**config.mk**
```make
export PLATFORM = sky130hd
export DESIGN_NAME = hd_pair_gen_flat
export DESIGN_NICKNAME = d
export VERILOG_FILES = /design/src/rtl/hd_pair_gen_if.sv /design/src/rtl/hd_pair_gen.sv /design/src/flat_wrapper.sv
export SDC_FILE = /design/constraint.sdc
export NUM_CORES = 1
export LEC_CHECK = 0
export BUFFER_PORTS_ARGS = -buffer_cell sky130_fd_sc_hd__buf_2
export CORE_UTILIZATION = 35
export CTS_BUF_LIST = sky130_fd_sc_hd__clkbuf_2 sky130_fd_sc_hd__clkbuf_4 sky130_fd_sc_hd__clkbuf_8
export CTS_CLUSTER_SIZE = 8
export DETAILED_ROUTE_END_ITERATION = 12
export MAX_ROUTING_LAYER = met4
export PLACE_DENSITY_LB_ADDON = 0.08
export SLEW_MARGIN = 5
export SYNTH_ARGS = -nofsm -noshare
export SYNTH_HDL_FRONTEND = slang
export SYNTH_SLANG_ARGS = --single-unit
```
**constraint.sdc**
```tcl
create_clock -name clk -period 5.2 [get_ports clk]
set_input_delay 0.52 -clock clk [delete_from_list [all_inputs] [get_ports clk]]
set_output_delay 0.52 -clock clk [all_outputs]
set_load 0.02 [all_outputs]
```
**src/rtl/hd_pair_gen_if.sv**
```systemverilog
// ---------------------------------------------------------------------------
// hd_pair_gen_if
// Output stream bundle between the Hamming-distance pair generator and the
// consumer (normally the mhd_mit miter or a bench).
//
// Signals:
//   out_valid  - producer has a pair on a/b/out_hd/exp_f
//   out_ready  - consumer takes the current pair this cycle
//   a, b       - operand pair, popcount(a ^ b) == out_hd
//   out_hd     - Hamming distance of the current pair
//   exp_f      - verdict the miter must produce for this pair
//
// Modports:
//   master - generator side (drives the pair, samples out_ready)
//   slave  - consumer side
// ---------------------------------------------------------------------------
interface hd_pair_gen_if #(
  parameter int WIDTH = 64,
  parameter int LOG2W = 6
);
  logic             out_valid;
  logic             out_ready;
  logic [WIDTH-1:0] a;
  logic [WIDTH-1:0] b;
  logic [LOG2W:0]   out_hd;
  logic             exp_f;

  modport master (
    output out_valid,
    output a,
    output b,
    output out_hd,
    output exp_f,
    input  out_ready
  );

  modport slave (
    input  out_valid,
    input  a,
    input  b,
    input  out_hd,
    input  exp_f,
    output out_ready
  );
endinterface

```
**src/rtl/hd_pair_gen.sv**
```systemverilog
// ---------------------------------------------------------------------------
// hd_pair_gen
// Stimulus source for the Hamming-distance miter. Emits a run of operand
// pairs (a, b) whose Hamming distance is exactly k, plus the verdict
// exp_f = (k > MHD). Operand a comes from a 64-bit LFSR; b = a ^ mask where
// mask is a weight-k thermometer rotated left by the top LOG2W LFSR bits.
//
// Ports:
//   clk        - clock, all state on rising edge
//   rst_n      - asynchronous active-low reset
//   start      - one-cycle run request, only honoured in IDLE
//   seed       - LFSR seed (zero is replaced by 1), captured on start
//   target_hd  - initial distance k, clamped to WIDTH, captured on start
//   sweep      - when set, k steps up (wrapping WIDTH -> 0) per accepted pair
//   count      - number of pairs in the run, captured on start
//   out_if     - pair stream (valid/ready), master side
//   busy       - high while pairs are being offered
//   done       - one-cycle pulse after the last pair (or after a count=0 start)
// ---------------------------------------------------------------------------
module hd_pair_gen #(
  parameter int WIDTH = 64,
  parameter int LOG2W = 6,
  parameter int MHD   = 32
) (
  input  logic              clk,
  input  logic              rst_n,
  input  logic              start,
  input  logic [63:0]       seed,
  input  logic [LOG2W:0]    target_hd,
  input  logic              sweep,
  input  logic [15:0]       count,
  hd_pair_gen_if.master     out_if,
  output logic              busy,
  output logic              done
);

  typedef enum logic [1:0] {
    IDLE,
    RUN,
    FIN
  } state_t;

  localparam logic [LOG2W:0] WIDTH_K = (LOG2W+1)'(WIDTH);
  localparam logic [LOG2W:0] MHD_K   = (LOG2W+1)'(MHD);

  state_t           state;
  logic [63:0]      lfsr;
  logic [LOG2W:0]   k;
  logic [15:0]      rem;
  logic             sweep_q;
  logic             valid_q;

  logic [LOG2W:0]   target_clamped;
  logic [63:0]      lfsr_next;
  logic             fire;
  logic [LOG2W-1:0] rot;
  logic [LOG2W:0]   rot_comp;
  logic [WIDTH-1:0] therm;
  logic [WIDTH-1:0] mask;

  assign target_clamped = (target_hd > WIDTH_K) ? WIDTH_K : target_hd;
  assign lfsr_next      = {lfsr[62:0], lfsr[63] ^ lfsr[62] ^ lfsr[60] ^ lfsr[59]};
  assign fire           = valid_q && out_if.out_ready;

  // Control FSM. out_valid/busy/done are registered alongside the state so
  // they change only on the edge that changes the state.
  always_ff @(posedge clk or negedge rst_n) begin
    if (!rst_n) begin
      state   <= IDLE;
      lfsr    <= 64'h1;
      k       <= '0;
      rem     <= '0;
      sweep_q <= 1'b0;
      valid_q <= 1'b0;
      busy    <= 1'b0;
      done    <= 1'b0;
    end else begin
      case (state)
        IDLE: begin
          done <= 1'b0;
          if (start) begin
            lfsr    <= (seed == 64'h0) ? 64'h1 : seed;
            k       <= target_clamped;
            rem     <= count;
            sweep_q <= sweep;
            if (count == 16'h0) begin
              state <= FIN;
              done  <= 1'b1;
            end else begin
              state   <= RUN;
              valid_q <= 1'b1;
              busy    <= 1'b1;
            end
          end
        end
        RUN: begin
          if (fire) begin
            lfsr <= lfsr_next;
            if (sweep_q) begin
              k <= (k == WIDTH_K) ? '0 : k + (LOG2W+1)'(1);
            end
            rem <= rem - 16'h1;
            if (rem == 16'h1) begin
              state   <= FIN;
              valid_q <= 1'b0;
              busy    <= 1'b0;
              done    <= 1'b1;
            end
          end
        end
        FIN: begin
          done  <= 1'b0;
          state <= IDLE;
        end
        default: begin
          state   <= IDLE;
          valid_q <= 1'b0;
          busy    <= 1'b0;
          done    <= 1'b0;
        end
      endcase
    end
  end

  // Weight-k thermometer, rotated left by the top LOG2W LFSR bits. A right
  // shift by WIDTH (rotation 0) yields zero, so the OR is a clean rotate.
  always_comb begin
    rot      = lfsr[63:64-LOG2W];
    rot_comp = WIDTH_K - {1'b0, rot};
    if (k >= WIDTH_K) begin
      therm = '1;
    end else begin
      therm = ~({WIDTH{1'b1}} << k);
    end
    mask = (therm << rot) | (therm >> rot_comp);
  end

  // Pair outputs are gated by out_valid so they read zero outside RUN.
  always_comb begin
    out_if.out_valid = valid_q;
    out_if.a         = '0;
    out_if.b         = '0;
    out_if.out_hd    = '0;
    out_if.exp_f     = 1'b0;
    if (valid_q) begin
      out_if.a      = lfsr[WIDTH-1:0];
      out_if.b      = lfsr[WIDTH-1:0] ^ mask;
      out_if.out_hd = k;
      out_if.exp_f  = (k > MHD_K);
    end
  end

endmodule

```
**src/flat_wrapper.sv**
```systemverilog
// flat-port wrapper written by rule: the top's interface ports become plain ports
module hd_pair_gen_flat 
#(
  parameter int WIDTH = 64,
  parameter int LOG2W = 6,
  parameter int MHD   = 32
)
  (clk, rst_n, start, seed, target_hd, sweep, count, busy, done, out_if_out_valid, out_if_a, out_if_b, out_if_out_hd, out_if_exp_f, out_if_out_ready);
  hd_pair_gen_if #(.WIDTH(WIDTH), .LOG2W(LOG2W)) out_if_i ();
  input  logic clk;
  input  logic rst_n;
  input  logic start;
  input  logic [63:0] seed;
  input  logic [LOG2W:0] target_hd;
  input  logic sweep;
  input  logic [15:0] count;
  output logic busy;
  output logic done;
  output wire logic [$bits(out_if_i.out_valid)-1:0] out_if_out_valid;
  output wire logic [$bits(out_if_i.a)-1:0] out_if_a;
  output wire logic [$bits(out_if_i.b)-1:0] out_if_b;
  output wire logic [$bits(out_if_i.out_hd)-1:0] out_if_out_hd;
  output wire logic [$bits(out_if_i.exp_f)-1:0] out_if_exp_f;
  input wire logic [$bits(out_if_i.out_ready)-1:0] out_if_out_ready;
  assign out_if_out_valid = out_if_i.out_valid;
  assign out_if_a = out_if_i.a;
  assign out_if_b = out_if_i.b;
  assign out_if_out_hd = out_if_i.out_hd;
  assign out_if_exp_f = out_if_i.exp_f;
  assign out_if_i.out_ready = out_if_out_ready;
  hd_pair_gen #(.WIDTH(WIDTH), .LOG2W(LOG2W), .MHD(MHD)) u_core (.clk(clk), .rst_n(rst_n), .start(start), .seed(seed), .target_hd(target_hd), .sweep(sweep), .count(count), .out_if(out_if_i), .busy(busy), .done(done));
endmodule
```
## Yosys cells after proc, flatten, opt, wreduce, memory -nomap -nowiden

Cells that the tools add are included.

- Add/sub/neg operators: 3
- Multipliers: 0
- Div/mod/pow operators: 0
- $lt $le $gt $ge: 3
- Equal/unequal tests: 9
- Shift operators: 3
- Mux-type cells: 33
- Bitwise operators: 7
- Reduce and logical (&&, ||, !) cells: 11

Operators by type and width:

| operator | number |
|---|---|
| $mux 64 | 6 |
| $pmux 64 s2 | 1 |
| $logic_not 64->1 | 1 |
| $not 64->64 | 1 |
| $or 64x64->64 | 1 |
| $shl 64x6->64 | 1 |
| $shl 64x7->64 const A | 1 |
| $shr 64x7->64 | 1 |
| $xor 64x64->64 | 1 |
| $mux 7 | 6 |
| $mux 16 | 2 |
| $pmux 16 s2 | 1 |
| $eq 16x1->1 const B | 1 |
| $logic_not 16->1 | 1 |
| $sub 16x1->16 const B | 1 |
| $pmux 7 s2 | 1 |
| $mux 1 | 9 |
| $mux 2 | 4 |
| $add 7x1->7 const B | 1 |
| $eq 7x7->1 const B | 1 |
| $ge 7x7->1 const B | 1 |
| $gt 7x6->1 const B | 1 |
| $gt 7x7->1 const B | 1 |
| $sub 7x6->7 const A | 1 |
| 16 further kinds | 23 |

- Bits in registers: 92
- Bits in latches: 0
- Bits in writable memories: 0
- Bits in read-only memories: 0
- Output and inout port bits: 139
- Word-level logic and storage cells: 76
- Memories kept: 0

## Longest topological paths before layout

- Depth in word-level cells: 7
- Depth in mapped cells: 16
- Gate-level depth less buffers: 11

## Worst setup path after synthesis

OpenSTA, ideal clock, no wires.

- Path type: register -> output
- From: register u_core.lfsr[59]
- To: output out_if_b[27]
- Arrival time: 3.811 ns
- Required time: 4.680 ns
- Setup slack: 0.869 ns
- Cell stages (with the launch flop): 16
- Buffers on the path: 6
- Cells stage by stage: dfrtp_1 > buf_2 > inv_2 > buf_1 > buf_1 > ha_1 > xnor2_2 > buf_2 > buf_2 > buf_2 > a21oi_1 > mux4_2 > a22oi_1 > a21oi_1 > o21a_1 > nor3_1

- Cells in the longest elaborated chain, start to end: 5
- Elaborated cells on any way between the ends: 6
- Classes of those cells: add/sub (1); shift (2); mux (1); bitwise (2)

Ends and longest elaborated chain:

| item | RTL line | source |
|---|---|---|
| from (decl) | hd_pair_gen.sv:47 | `logic [63:0] lfsr;` |
| from (signal assigned) | hd_pair_gen.sv:82 | `lfsr <= (seed == 64'h0) ? 64'h1 : seed;` |
| from (signal assigned) | hd_pair_gen.sv:98 | `lfsr <= lfsr_next;` |
| $sub 7x6->7 | hd_pair_gen.sv:129 | `rot_comp = WIDTH_K - {1'b0, rot};` |
| $shr 64x7->64 | hd_pair_gen.sv:135 | `mask = (therm << rot) \| (therm >> rot_comp);` |
| $or 64x64->64 (*) | hd_pair_gen.sv:135 |  |
| $xor 64x64->64 (*) | hd_pair_gen.sv:147 | `out_if.b = lfsr[WIDTH-1:0] ^ mask;` |
| $mux 64 (*) | hd_pair_gen.sv:145 | `if (valid_q) begin` |
| to (decl) | flat_wrapper.sv:21 | `output wire logic [$bits(out_if_i.b)-1:0] out_if_b;` |

Every way passes the cells marked *; elsewhere a longest branch is shown, timed or not.

## Final worst setup path

- From: register u_core.lfsr[58]
- To: output out_if_b[14]

The elaborated chain is that of the path after synthesis.

==> run_results.csv <==
group,metric,value,unit
logic_synthesis,yosysSeqAreaShare,14.81,%
logic_synthesis,synth_cells,2289,
logic_synthesis,ys.flop_type,"dfrtp_1",
timing,setup_viol,2,
timing,fin_skew,0.01613,ns
logic_synthesis,ys_ff_latch,92,
die,ios,231,
timing,worst_pin_slew,1.216,ns
die,fp.coreArea,43460,sq um
critical_path,crit_chain,"inv_2, ha_4, xor2_4, buf_12, nand2_1, o32ai_1, a21oi_1, mux2_2, a221o_1, nand3_1, mux2_2, buf_2",
critical_path,r2r_slack,2.04,ns
detailed_routing,firstDrtPassIters,6,
logic_synthesis,synth_edf_count,0,
global_routing,grt_pass1_wl,142.0,mm
global_routing,grt_pass1_vias,19487,
timing,rsz0062_at_grt,"yes",
detailed_routing,routed_wl,100.4,mm
clock_network,cts_setup_buffers,0,
global_routing,grt_max_degree,135,
logic_synthesis,synth.avg_cell_area,6.794,sq um
detailed_routing,wl_per_cell,32.95,microns
timing,fin_crit_sh,100.8,%
critical_path,cp_data_arrival_time,4.72,ns
min_path,hold_class,"in2async",
global_routing,grt.total_usage,44.68,%
detailed_routing,drc,0,
clock_network,cts_sinks,92,
logic_synthesis,synth_cell_types,108,
global_routing,antenna_found_initial,1,
timing,fmax,190.9,MHz
critical_path,critical_path.startpoint_type,"flop",
global_routing,grt_overflow,0,
die,initial_core_util,35.79,%
logic_synthesis,yosys.area.top_type,"dfrtp_1",
critical_path,cp.buffers_inverters,3,
final_layout,syn_to_final_growth,15.90,%
logic_synthesis,syn_nets,2391,
critical_path,cp.depth,12,
die,die_h,212.8,microns
critical_path,critPathMostFrequentCell,"mux2_2",
clock_network,htree_levels,3,
critical_path,critical_path_class,"reg2out",
die,dieArea,45280,sq um
final_layout,nNetsFinal,2557,
timing,min_period,5.239,ns
clock_network,cts-root-buf,"clkbuf_8",
critical_path,reg2regPathDepth,6,
clock_network,path_clk_slew,0.11,ns
critical_path,endpoint_kind,"output port",
critical_path,critical_path.endpoint,"out_if_b[14]",
clock_network,clockBufferDepth,2,
place,place_congestion,1.086,
place,io_buffers,230,
detailed_routing,vias_per_cell,7.025,
critical_path,critical_path.startpoint,"u_core.lfsr[58]",
critical_path,path_delay_family,"compound AO/OA/AOI/OAI gates",
final_layout,drive_gt1_share,23.78,%
critical_path,required,4.68,ns
place,post-place-ws,0.3732,ns
critical_path,r2r_start,"u_core.k[4]",
outcome,violations,"setup timing",
timing,finalHoldViolCount,0,
logic_synthesis,ys_async_sr_fraction,100.0,%
timing,drv_slew,0,
final_layout,fillCellCount,4708,
detailed_routing,detail-route-antenna-nets,0,
critical_path,cpPeakStageDelay,0.76,ns
die,die_w,212.8,microns
critical_path,r2r_end,"u_core.k[2]",
die,fp-row-count,76,
clock_network,cts_made_buffers,9,
timing,worst_slack,-0.03926,ns
clock_network,clk_latency,0.43,ns
run,cap_violations,0,
critical_path,crit_path_max_fanout,64,
outcome,outcome,"complete, but fails checks",
logic_synthesis,synthTopCellsByArea,"dfrtp_1 15%, nand2_1 6.8%, nor2_1 6.8%",
logic_synthesis,yosysWarnings,0,
clock_network,cts_tree,"done",
place,hpwlAfterDp,76.68,mm
detailed_routing,vias,21397,
logic_synthesis,yosysTopAreaCellShare,14.64,%
logic_synthesis,syn_area,15550,sq um
timing,slew_headroom,18.94,%
critical_path,critPathSlowestCell,"o32ai_1",
detailed_routing,drt_iter0_drc,3467,
clock_network,ctsHoldBuffers,0,
[synth_stat cells (58+ instances only)]
cell	count
a31oi_1	106
mux2_2	58
buf_2	85
o21ai_0	129
dfrtp_1	91
a21oi_1	135
clkbuf_1	112
and2_1	72
nand3_1	65
nor2_1	282
nand2_1	283
nor3_1	85
[cell type report]
type | count | area, sq um | share of cell area, %
Antenna cell | 1 | 2.502 | 0.01388
Multi-Input combinational cell | 1922 | 12110 | 67.19
Inverter | 25 | 93.84 | 0.5207
Tap cell | 585 | 732.0 | 4.061
Timing Repair Buffer | 405 | 2555 | 14.18
Sequential cell | 92 | 2316 | 12.85
Clock inverter | 6 | 77.57 | 0.4304
Clock buffer | 10 | 137.6 | 0.7636
[sequential cells by signal, indices dropped and copies added, names as in the netlist]
signal,flops
u_core.sweep_q,1
u_core.done,1
u_core.lfsr,64
u_core.busy,1
u_core.k,7
u_core.state,2
u_core.rem,16
[layout by cell type (no fill, tap or decap), drive strengths merged, types with 12 or more instances in the layout]
cell / instances
a211o: 15
a211oi: 48
a21o: 14
a21oi: 136
a221oi: 31
a22oi: 33
a311oi: 21
a31oi: 107
and2: 72
and3: 16
buf: 405
dfrtp: 91
inv: 26
mux2: 69
mux2i: 32
mux4: 16
nand2: 284
nand2b: 20
nand3: 65
nand4: 15
nor2: 286
nor3: 88
nor4: 41
o211ai: 41
o21ai: 139
o221ai: 17
o22ai: 44
o2bb2ai: 13
o31ai: 27
or2: 12
or3: 13
[worst min-delay path by stage]
stage                       start       endpoint  slack, ns  depth (start not counted)
floorplan                   rst_n    u_core.busy       0.22                          0
global placement    u_core.rem[9]  u_core.rem[9]       0.47                          2
detailed placement    u_core.done    u_core.done       0.48                          1
CTS                         rst_n  u_core.rem[8]       0.06                          1
global route                rst_n  u_core.rem[8]       0.12                          1
finish                      rst_n  u_core.rem[8]       0.07                          1
[cell families (layout without fill, tap and decap cells)]
family | after synthesis | after routing | share of synthesized area (%)
and+or+nand+nor | 955 | 955 | 28.93
AOI/OAI and AO/OA | 830 | 830 | 37.24
buffers and inverters | 276 | 446 | 8.239
muxes | 117 | 117 | 9.373
DFF | 92 | 92 | 14.81
adders and majority gates | 10 | 10 | 0.8046
xor gates and xnor gates | 9 | 10 | 0.6035
other | 0 | 1 | 0
[worst register-to-register path, stage by stage, from the launching register on]
cell	delay [ns]
dfrtp_1	0.63
buf_4	0.33
or4b_1	0.64
o31ai_1	0.85
inv_1	0.15
a221oi_1	0.38
a21oi_1	0.07
[through the flow]
stage                     util, %  instance area [sq um]  TNS (ns)  cells  hold slack [ns]
final                       41.47                  18020  -0.07617   3046          0.07460
after global routing        41.47                  18020  -0.07500   3046           0.1154
after CTS                   41.28                  17940         0   3044          0.06453
after detailed placement    40.76                  17710         0   3028           0.4820
after global placement      40.76                  17710         0   3028           0.4670
after floorplan                 -                  15550         0   2289           0.2244
[repair_timing]
action	CTS	global route
hold endpoints to repair	0	0
resized for setup	2	13
endpoints found under the setup margin	2	16
gates cloned	0	1
pin swaps	0	1
[layer usage]
layer / wire length (microns) / GRT usage, % / vias up
met5: 0 / - / -
met4: 6383 / 24.61 / 0
met3: 12570 / 10.69 / 299
met2: 41860 / 63.26 / 1686
met1: 39540 / 58.05 / 10366
li1: - / - / 9046
Power is not shown: default switching activity piles up to over one toggle a cycle in this logic, so the estimate is an artifact.
